### src/rtl/hazard_scoreboard_unit_pkg.sv
// Shared constants and types for the forwarding / hazard-control block.
// Select codes are 0 for "no forward" and k+1 for forwarding stage k.
package hazard_scoreboard_unit_pkg;

  localparam int NUM_FWD_DEF = 3;
  localparam int FWD_SEL_W   = $clog2(NUM_FWD_DEF + 1);

  typedef logic [FWD_SEL_W-1:0] fwd_sel_t;

  localparam fwd_sel_t FWD_NONE = '0;
  localparam int       REG_ZERO = 0;

  function automatic int fwd_sel_width(input int num_fwd);
    return $clog2(num_fwd + 1);
  endfunction

endpackage

### src/rtl/hazard_scoreboard_unit_ll_scoreboard.sv
// Long-latency op tracker: per-register pending bits, outstanding-op counter
// and the busy flag used for the structural hazard.
module hazard_scoreboard_unit_ll_scoreboard
  import hazard_scoreboard_unit_pkg::*;
#(
  parameter int NUM_REGS   = 32,
  parameter int LL_MAX_OUT = 2,
  localparam int REG_AW    = $clog2(NUM_REGS)
) (
  input  logic                clk,
  input  logic                rst,
  input  logic                ll_issue,
  input  logic [REG_AW-1:0]   ll_issue_rd,
  input  logic                ll_done,
  input  logic [REG_AW-1:0]   ll_done_rd,
  output logic [NUM_REGS-1:0] pending,
  output logic                ll_busy
);

  localparam int CW = $clog2(LL_MAX_OUT + 1);
  localparam logic [CW-1:0] CNT_MAX = CW'(LL_MAX_OUT);

  logic [NUM_REGS-1:0] pending_q, pending_d;
  logic [CW-1:0]       cnt_q, cnt_d;

  always_comb begin
    pending_d = pending_q;
    cnt_d     = cnt_q;
    // Clear first so that a same-cycle set of the same register wins.
    if (ll_done) pending_d[ll_done_rd] = 1'b0;
    if (ll_issue && ll_issue_rd != REG_AW'(REG_ZERO)) pending_d[ll_issue_rd] = 1'b1;
    pending_d[0] = 1'b0;
    case ({ll_issue, ll_done})
      2'b10:   if (cnt_q != CNT_MAX) cnt_d = cnt_q + 1'b1;
      2'b01:   if (cnt_q != '0) cnt_d = cnt_q - 1'b1;
      default: cnt_d = cnt_q;
    endcase
  end

  always_ff @(posedge clk) begin
    if (rst) begin
      pending_q <= '0;
      cnt_q     <= '0;
    end else begin
      pending_q <= pending_d;
      cnt_q     <= cnt_d;
    end
  end

  assign pending = pending_q;
  assign ll_busy = ~rst & (cnt_q == CNT_MAX);

  a_no_issue_when_full: assert property (@(posedge clk) disable iff (rst)
    !(ll_issue && !ll_done && cnt_q == CNT_MAX));
  a_no_done_when_empty: assert property (@(posedge clk) disable iff (rst)
    !(ll_done && !ll_issue && cnt_q == '0));

endmodule

### src/rtl/hazard_scoreboard_unit.sv
// Operand forwarding select, load-use / LL RAW / LL WAW / structural hazard
// detection, ID stall + EX bubble generation and a saturating stall counter.
module hazard_scoreboard_unit
  import hazard_scoreboard_unit_pkg::*;
#(
  parameter int NUM_SRC    = 2,
  parameter int NUM_FWD    = 3,
  parameter int NUM_REGS   = 32,
  parameter int LL_MAX_OUT = 2,
  parameter int CNT_W      = 32,
  localparam int REG_AW    = $clog2(NUM_REGS),
  localparam int SEL_W     = fwd_sel_width(NUM_FWD)
) (
  input  logic                      clk,
  input  logic                      rst,
  input  logic                      id_valid,
  input  logic [NUM_SRC*REG_AW-1:0] id_rs,
  input  logic [NUM_SRC-1:0]        id_rs_used,
  input  logic [REG_AW-1:0]         id_rd,
  input  logic                      id_reg_write,
  input  logic                      id_is_ll,
  input  logic [NUM_SRC*REG_AW-1:0] ex_rs,
  input  logic [REG_AW-1:0]         ex_rd,
  input  logic                      ex_reg_write,
  input  logic                      ex_is_load,
  input  logic [NUM_FWD*REG_AW-1:0] fwd_rd,
  input  logic [NUM_FWD-1:0]        fwd_we,
  input  logic                      ll_issue,
  input  logic                      ll_done,
  input  logic [REG_AW-1:0]         ll_done_rd,
  input  logic                      flush,
  output logic [NUM_SRC*SEL_W-1:0]  fwd_sel,
  output logic                      stall_id,
  output logic                      bubble_ex,
  output logic [NUM_REGS-1:0]       pending,
  output logic                      ll_busy,
  output logic [CNT_W-1:0]          stall_cnt
);

  localparam logic [REG_AW-1:0] RZ = REG_AW'(REG_ZERO);

  logic [NUM_SRC-1:0] src_haz;
  logic               waw_haz, struct_haz, stall;
  logic [CNT_W-1:0]   stall_cnt_q, stall_cnt_d;

  hazard_scoreboard_unit_ll_scoreboard #(
    .NUM_REGS  (NUM_REGS),
    .LL_MAX_OUT(LL_MAX_OUT)
  ) u_ll_sb (
    .clk        (clk),
    .rst        (rst),
    .ll_issue   (ll_issue),
    .ll_issue_rd(ex_rd),
    .ll_done    (ll_done),
    .ll_done_rd (ll_done_rd),
    .pending    (pending),
    .ll_busy    (ll_busy)
  );

  for (genvar gi = 0; gi < NUM_SRC; gi++) begin : g_src
    logic [SEL_W-1:0]  sel;
    logic [REG_AW-1:0] ers, irs;
    logic              load_use, raw_ll;

    assign ers = ex_rs[gi*REG_AW +: REG_AW];
    assign irs = id_rs[gi*REG_AW +: REG_AW];

    // Scan oldest to youngest so the youngest matching stage overwrites.
    always_comb begin
      sel = SEL_W'(FWD_NONE);
      for (int k = NUM_FWD - 1; k >= 0; k--) begin
        if (fwd_we[k] && fwd_rd[k*REG_AW +: REG_AW] != RZ &&
            fwd_rd[k*REG_AW +: REG_AW] == ers)
          sel = SEL_W'(k + 1);
      end
    end
    assign fwd_sel[gi*SEL_W +: SEL_W] = rst ? SEL_W'(FWD_NONE) : sel;

    assign load_use = ex_is_load & ex_reg_write & (ex_rd != RZ) &
                      (ex_rd == irs) & id_rs_used[gi];
    assign raw_ll   = id_rs_used[gi] & (irs != RZ) &
                      (pending[irs] | (ll_issue & (ex_rd == irs)));
    assign src_haz[gi] = load_use | raw_ll;
  end

  assign waw_haz    = id_reg_write & (id_rd != RZ) &
                      (pending[id_rd] | (ll_issue & (ex_rd == id_rd)));
  assign struct_haz = id_is_ll & ll_busy;

  assign stall     = (|src_haz | waw_haz | struct_haz) & id_valid & ~flush & ~rst;
  assign stall_id  = stall;
  assign bubble_ex = stall;

  always_comb begin
    stall_cnt_d = stall_cnt_q;
    if (stall && stall_cnt_q != {CNT_W{1'b1}}) stall_cnt_d = stall_cnt_q + 1'b1;
  end

  always_ff @(posedge clk) begin
    if (rst) stall_cnt_q <= '0;
    else     stall_cnt_q <= stall_cnt_d;
  end

  assign stall_cnt = stall_cnt_q;

endmodule
### config.mk
export PLATFORM = sky130hd
export DESIGN_NAME = hazard_scoreboard_unit
export DESIGN_NICKNAME = d
export VERILOG_FILES = /design/src/rtl/hazard_scoreboard_unit_pkg.sv /design/src/rtl/hazard_scoreboard_unit_ll_scoreboard.sv /design/src/rtl/hazard_scoreboard_unit.sv
export SDC_FILE = /design/constraint.sdc
export NUM_CORES = 1
export LEC_CHECK = 0
export BUFFER_PORTS_ARGS = -buffer_cell sky130_fd_sc_hd__buf_2
export CORE_ASPECT_RATIO = 0.75
export CORE_MARGIN = 3
export CORE_UTILIZATION = 40
export CTS_CLUSTER_DIAMETER = 100
export CTS_CLUSTER_SIZE = 24
export DETAILED_ROUTE_END_ITERATION = 8
export PLACE_DENSITY = 0.65
export SLEW_MARGIN = 5
export SYNTH_ARGS = -nofsm -noshare
export SYNTH_HDL_FRONTEND = slang
export SYNTH_SLANG_ARGS = --single-unit
### constraint.sdc
create_clock -name clk -period 3.1 [get_ports clk]
set_input_delay 0.155 -clock clk [delete_from_list [all_inputs] [get_ports clk]]
set_output_delay 0.155 -clock clk [all_outputs]
set_load 0.005 [all_outputs]
Word-level counts from Yosys, hierarchy flattened
Index checks and enable logic that the tools add are counted.
- flip-flop bits (word level): 66
- input port bits: 65
- logic and storage cells: 109
- output and inout port bits: 71
- reductions and logical operators: 24
- bitwise logic cells: 32
- equal/unequal tests: 16
- add/sub/neg operators: 3
- multiplexer cells: 23
- $lt $le $gt $ge: 7
- operator list (operator ; count):
    two-way mux 32 bit ; 2
    equality test 5 bit ; 9
    nonzero test 5 bit ; 7
    adder 32 x 1 -> 32 bit, second input constant ; 1
    bitwise AND 32 bit ; 1
    != test 32 bit, second input constant ; 1
    NOT 32 bit ; 1
    OR 32 bit ; 1
    < comparator 5 x 6 -> 1 bit, second input constant ; 5
    bitwise AND 1 bit ; 20
    two-way mux 2 bit ; 10
    binary-select mux 1 bit (select 5 bit) ; 3
    logical AND 1 bit ; 13
    demux 1 bit (select 5 bit) ; 2
    >= comparator 5 x 1 -> 1 bit, second input constant ; 2
    OR 1 bit ; 7
    two-way mux 1 bit ; 5
    equality test 2 bit, second input constant ; 2
    != test 2 x 1 -> 1 bit, second input constant ; 2
    one-hot mux 2 bit (2 select lines) ; 1
    nonzero test 2 bit ; 2
    AND reduction 3 bit ; 1
    adder 2 x 1 -> 2 bit, second input constant ; 1
    equality test 2 x 1 -> 1 bit, second input constant ; 1
    4 further kinds ; 5

Longest topological paths before layout
- depth in word-level cells: 12
- depth in mapped cells: 13
- mapped depth without buffers: 9

Cells and area by module
A second synthesis with hierarchy kept.
- cell total of the unflattened synthesis: 541
- area, all modules: 4757.1 um^2
- by module, submodules not included (module ; times used ; seq. area each (um^2) ; area an instance (um^2) ; cells an instance):
    hazard_scoreboard_unit ; 1 ; 640.6 ; 3293.2 ; 370
    hazard_scoreboard_unit_ll_scoreboard ; 1 ; 660.6 ; 1463.9 ; 171

Worst setup path before layout
No wires, ideal clock.
- path type: reg2reg
- start point: register u_ll_sb.pending_q[23] (netlist: u_ll_sb.pending[23])
- end point: register stall_cnt_q[4] (netlist: stall_cnt[4])
- buffers on the path: 1
- setup time: 0.121 ns
- data required time: 2.979 ns
- clock period less this slack: 2.328 ns
- path slack: 0.772 ns
- cell stages (with the launch flop): 9
- arrival: 2.207 ns
- cell sequence: dfxtp_1 mux4_2 mux4_2 mux2i_1 o21ai_1 nor3_4 buf_6 nor3_1 mux2_4
- word-level cells in the longest chain between the ends: 12
- elaborated cells on any way between the ends: 21
- classes of those cells: 6 x mux; 13 x bitwise; 2 x reduce/logical
- RTL lines (item ; RTL line ; text):
    start, declared ; hazard_scoreboard_unit_ll_scoreboard.sv:23 ; logic [NUM_REGS-1:0] pending_q, pending_d;
    start signal, assigned ; hazard_scoreboard_unit_ll_scoreboard.sv:45 ; pending_q <= pending_d;
    binary-select mux 1 bit (select 5 bit) ; hazard_scoreboard_unit.sv:82 ; (pending[irs] | (ll_issue & (ex_rd == irs)));
    two-way mux 1 bit (implied by the code) ; hazard_scoreboard_unit.sv:82 ;
    OR 1 bit ; hazard_scoreboard_unit.sv:82 ;
    bitwise AND 1 bit ; hazard_scoreboard_unit.sv:81 ; assign raw_ll = id_rs_used[gi] & (irs != RZ) &
    OR 1 bit ; hazard_scoreboard_unit.sv:83 ; assign src_haz[gi] = load_use | raw_ll;
    OR reduction 2 bit ; hazard_scoreboard_unit.sv:90 ; assign stall = (|src_haz | waw_haz | struct_haz) & id_valid & ~flush & ~rst;
    OR 1 bit * (2 in series) ; hazard_scoreboard_unit.sv:90 ;
    bitwise AND 1 bit * (3 in series) ; hazard_scoreboard_unit.sv:90 ;
    logical AND 1 bit * ; hazard_scoreboard_unit.sv:96 ; if (stall && stall_cnt_q != {CNT_W{1'b1}}) stall_cnt_d = stall_cnt_q + 1'b1;
    end signal, assigned ; hazard_scoreboard_unit.sv:101 ; else stall_cnt_q <= stall_cnt_d;
    end, declared ; hazard_scoreboard_unit.sv:44 ; logic [CNT_W-1:0] stall_cnt_q, stall_cnt_d;
Every way passes the cells marked *; elsewhere a longest branch is shown, timed or not. The select of a mux whose other input is x is not followed.
A chain may end at the register's enable or synchronous reset.

Worst setup path in the final report
- start point: register u_ll_sb.pending_q[22] (netlist: u_ll_sb.pending[22])
- end point: output port bubble_ex
- word-level cells in the longest chain between the ends: 11
- elaborated cells on any way between the ends: 20
- classes of those cells: 6 x mux; 13 x bitwise; 1 x reduce/logical
- RTL lines (item ; RTL line ; text):
    binary-select mux 1 bit (select 5 bit) ; hazard_scoreboard_unit.sv:82 ;
    two-way mux 1 bit (implied by the code) ; hazard_scoreboard_unit.sv:82 ;
    OR 1 bit ; hazard_scoreboard_unit.sv:82 ;
    bitwise AND 1 bit ; hazard_scoreboard_unit.sv:81 ;
    OR 1 bit ; hazard_scoreboard_unit.sv:83 ;
    OR reduction 2 bit ; hazard_scoreboard_unit.sv:90 ;
    OR 1 bit * (2 in series) ; hazard_scoreboard_unit.sv:90 ;
    bitwise AND 1 bit * (3 in series) ; hazard_scoreboard_unit.sv:90 ;
    end, declared ; hazard_scoreboard_unit.sv:34 ; output logic bubble_ex,
Marked as above.

==> flow_summary_export.csv <==
group,metric,value,unit
die,core.rowCount,33,
die,die_h,100,um
yosys,synth-seq-cells,65,
die,die_x,132,um
place,place_ws,0.406,ns
global_routing,overflow,0,
power_and_ir_drop,peakVddDrop,0.350,mV
global_routing,grt_max_degree,71,
yosys,synth_flop_cell,"dfxtp_1",
clock_tree,clkTransAtPathRegs,0.05,ns
die,start_util,0.422,
yosys,seq_area_frac_synth,0.274,
global_routing,grt_pass1_vias,4762,
detailed_routing,via_count,5245,
final_layout,nets,753,
detailed_routing,drc,0,
clock_tree,cts_tree,"built",
min_path,holdCritPathClass,"in -> reg",
global_routing,grt_pass1_wl,24.6,mm
timing,fin_crit_sh,0.948,
flow_run,max-cap-violations,0,
worst_setup_path,worst-r2r-cell-count,9,
final_layout,mostFrequentLayoutCells,"buf_2 (134), a21oi_1 (67), dfxtp_1 (65), nand2_1 (57), o21ai_0 (36)",
yosys,syn-num-nets,643,
timing,setup-violations-final,0,
clock_tree,clkSinkCount,65,
clock_tree,cts_made_buffers,9,
yosys,synthCells,575,
timing,layout_setup_ws,0.161,ns
worst_setup_path,r2r_start,"u_ll_sb.pending[7]",
detailed_routing,drt_iter0_markers,476,
place,io_buffers,134,
timing,drv_slew,0,
clock_tree,post_cts_resized,0,
worst_setup_path,cp.required,2.94,ns
worst_setup_path,cp.arrival,2.78,ns
min_path,hold_path_end,"u_ll_sb.pending[5]",
global_routing,antenna_found_initial,0,
power_and_ir_drop,fin_total_pwr,2090,uW
clock_tree,cts_setup_buffers,0,
worst_setup_path,r2r-end,"stall_cnt[19]",
worst_setup_path,reg2reg_slack,0.47,ns
yosys,netlist_area,4750,um2
clock_tree,clockBufferDepth,2,
detailed_routing,wl,15.8,mm
min_path,hold_path_depth,4,
clock_tree,worstSkewPairLatency,0.32,ns
global_routing,grt_use_total,0.228,
final_layout,final_common_cell,"buf_2",
detailed_routing,avgRoutedWirePerCell,18.7,um
yosys,synth_cell_types,57,
yosys,synth.avg_cell_area,8.27,um2
detailed_routing,viasPerCell,6.21,
timing,slew_headroom,0.350,
worst_setup_path,cp_max_fo,56,
timing,fin_skew,0.00627,ns
yosys,yosysWarningCount,0,
yosys,synth-edff-count,0,
power_and_ir_drop,powerDensity,365,nW/um2
clock_tree,hold_buffers,0,
detailed_routing,antenna_left,0,
worst_setup_path,cp-end-kind,"primary output",
final_layout,n_antenna_cell,0,
timing,final_hold_viol_count,0,
power_and_ir_drop,p_leak,0.00213,uW
timing,fmax,340,MHz
timing,tns,0,ns
worst_setup_path,startpoint_type,"flip-flop",
die,dieArea,13200,um2
yosys,async_flop_share,0,
clock_tree,clock-root-buffer,"clkbuf_16",
detailed_routing,drt_first_pass_iters,6,
status,status,"finished clean",
timing,min_period,2.94,ns
final_layout,drive_above_1_share,0.275,
die,core-area,11300,um2
timing,rsz0062_at_grt,"false",
min_path,min-delay-start,"ll_done_rd[2]",
die,ios,136,
clock_tree,htreeDepth,3,
worst_setup_path,worstSetupPathType,"reg -> out",
place,gp_congestion,0.958,
place,dp.final_hpwl,11.6,mm
timing,worst_pin_slew,0.967,ns
final_layout,syn2layout_area_growth,20.6,%
## cell type report
type                       count  area (um2)
inverter                       7        26.3
timing repair buffer         142         743
sequential                    65        1300
clock inverter                 3        17.5
fill                        1119        5540
multi-input combinational    460        3190
clock buffer                  11         253
tap                          157         196
## power breakdown
group / switching, uW / internal [uW] / total [uW]
clock: 363 / 573 / 936
sequential: 12.8 / 844 / 857
combinational: 175 / 124 / 299
total: 551 / 1540 / 2090
## cell families after synthesis
kind of cell / share of synthesized area
compound gates: 0.204
mux: 0.124
flops: 0.274
xor+xnor: 0.0829
other cells: 0.000789
fa+ha+maj: 0.00790
buf+inv: 0.0555
simple gates: 0.252
## state kept, by name, indices dropped and copies added, names as in the netlist
| signal | cells |
|---|---|
| stall_cnt | 32 |
| u_ll_sb.pending | 31 |
| u_ll_sb.cnt_q | 2 |
## metal layers
metal  part of all wire  GRT usage
met4              0.019     0.0662
met3              0.099     0.0576
met5                  0          0
met2               0.45      0.353
met1               0.43      0.318
## through the flow
step / instances / hold WS [ns] / util / area [um2]
after detailed placement: 831 / 0.487 / 0.485 / 5460
after global routing: 845 / 0.368 / 0.508 / 5730
after global placement: 831 / 0.467 / 0.485 / 5460
after CTS: 845 / 0.325 / 0.508 / 5730
after floorplan: 575 / 0.449 / - / 4750
final: 845 / 0.351 / 0.508 / 5730
## worst max path at each step
stage | from | to | depth (start not counted)
after global placement | id_rd[0] | stall_cnt[1] | 11
after global routing | u_ll_sb.pending[2] | stall_id | 9
after detailed placement | id_rd[0] | stall_cnt[1] | 11
after floorplan | u_ll_sb.pending[23] | stall_cnt[4] | 8
final | u_ll_sb.pending[22] | bubble_ex | 8
after CTS | u_ll_sb.pending[22] | bubble_ex | 8
## cell usage after synthesis, drive strengths merged, types with 3 or more instances
master	instances	area (um2)
buf	22	158
dfxtp	65	1300
nand3b	10	75.1
xor2	15	131
or3	9	56.3
mux2	7	82.6
nor2	16	60.1
ha	3	37.5
o21ai	41	205
o211ai	6	45.0
o41ai	6	52.6
a31oi	6	37.5
and2	5	31.3
nand3	21	105
nand4	13	81.3
o311ai	4	35.0
a2111oi	3	26.3
mux4	18	405
xnor2	30	263
nor4	5	31.3
nor2b	7	43.8
mux2i	10	100
nor3	17	96.4
nand2	57	214
or4	28	210
inv	7	26.3
and3	7	43.8
clkbuf	21	80.1
nor3b	6	50.1
a21oi	67	335
o31ai	23	173
## critical path, cell delays in order (launching register included)
cell,delay [ns]
dfxtp_1,0.40
mux4_2,0.49
mux4_2,0.47
mux2i_1,0.14
o21ai_1,0.11
nor3_4,0.31
buf_12,0.27
inv_2,0.10
buf_2,0.14
(Power assumes the default switching activity.)
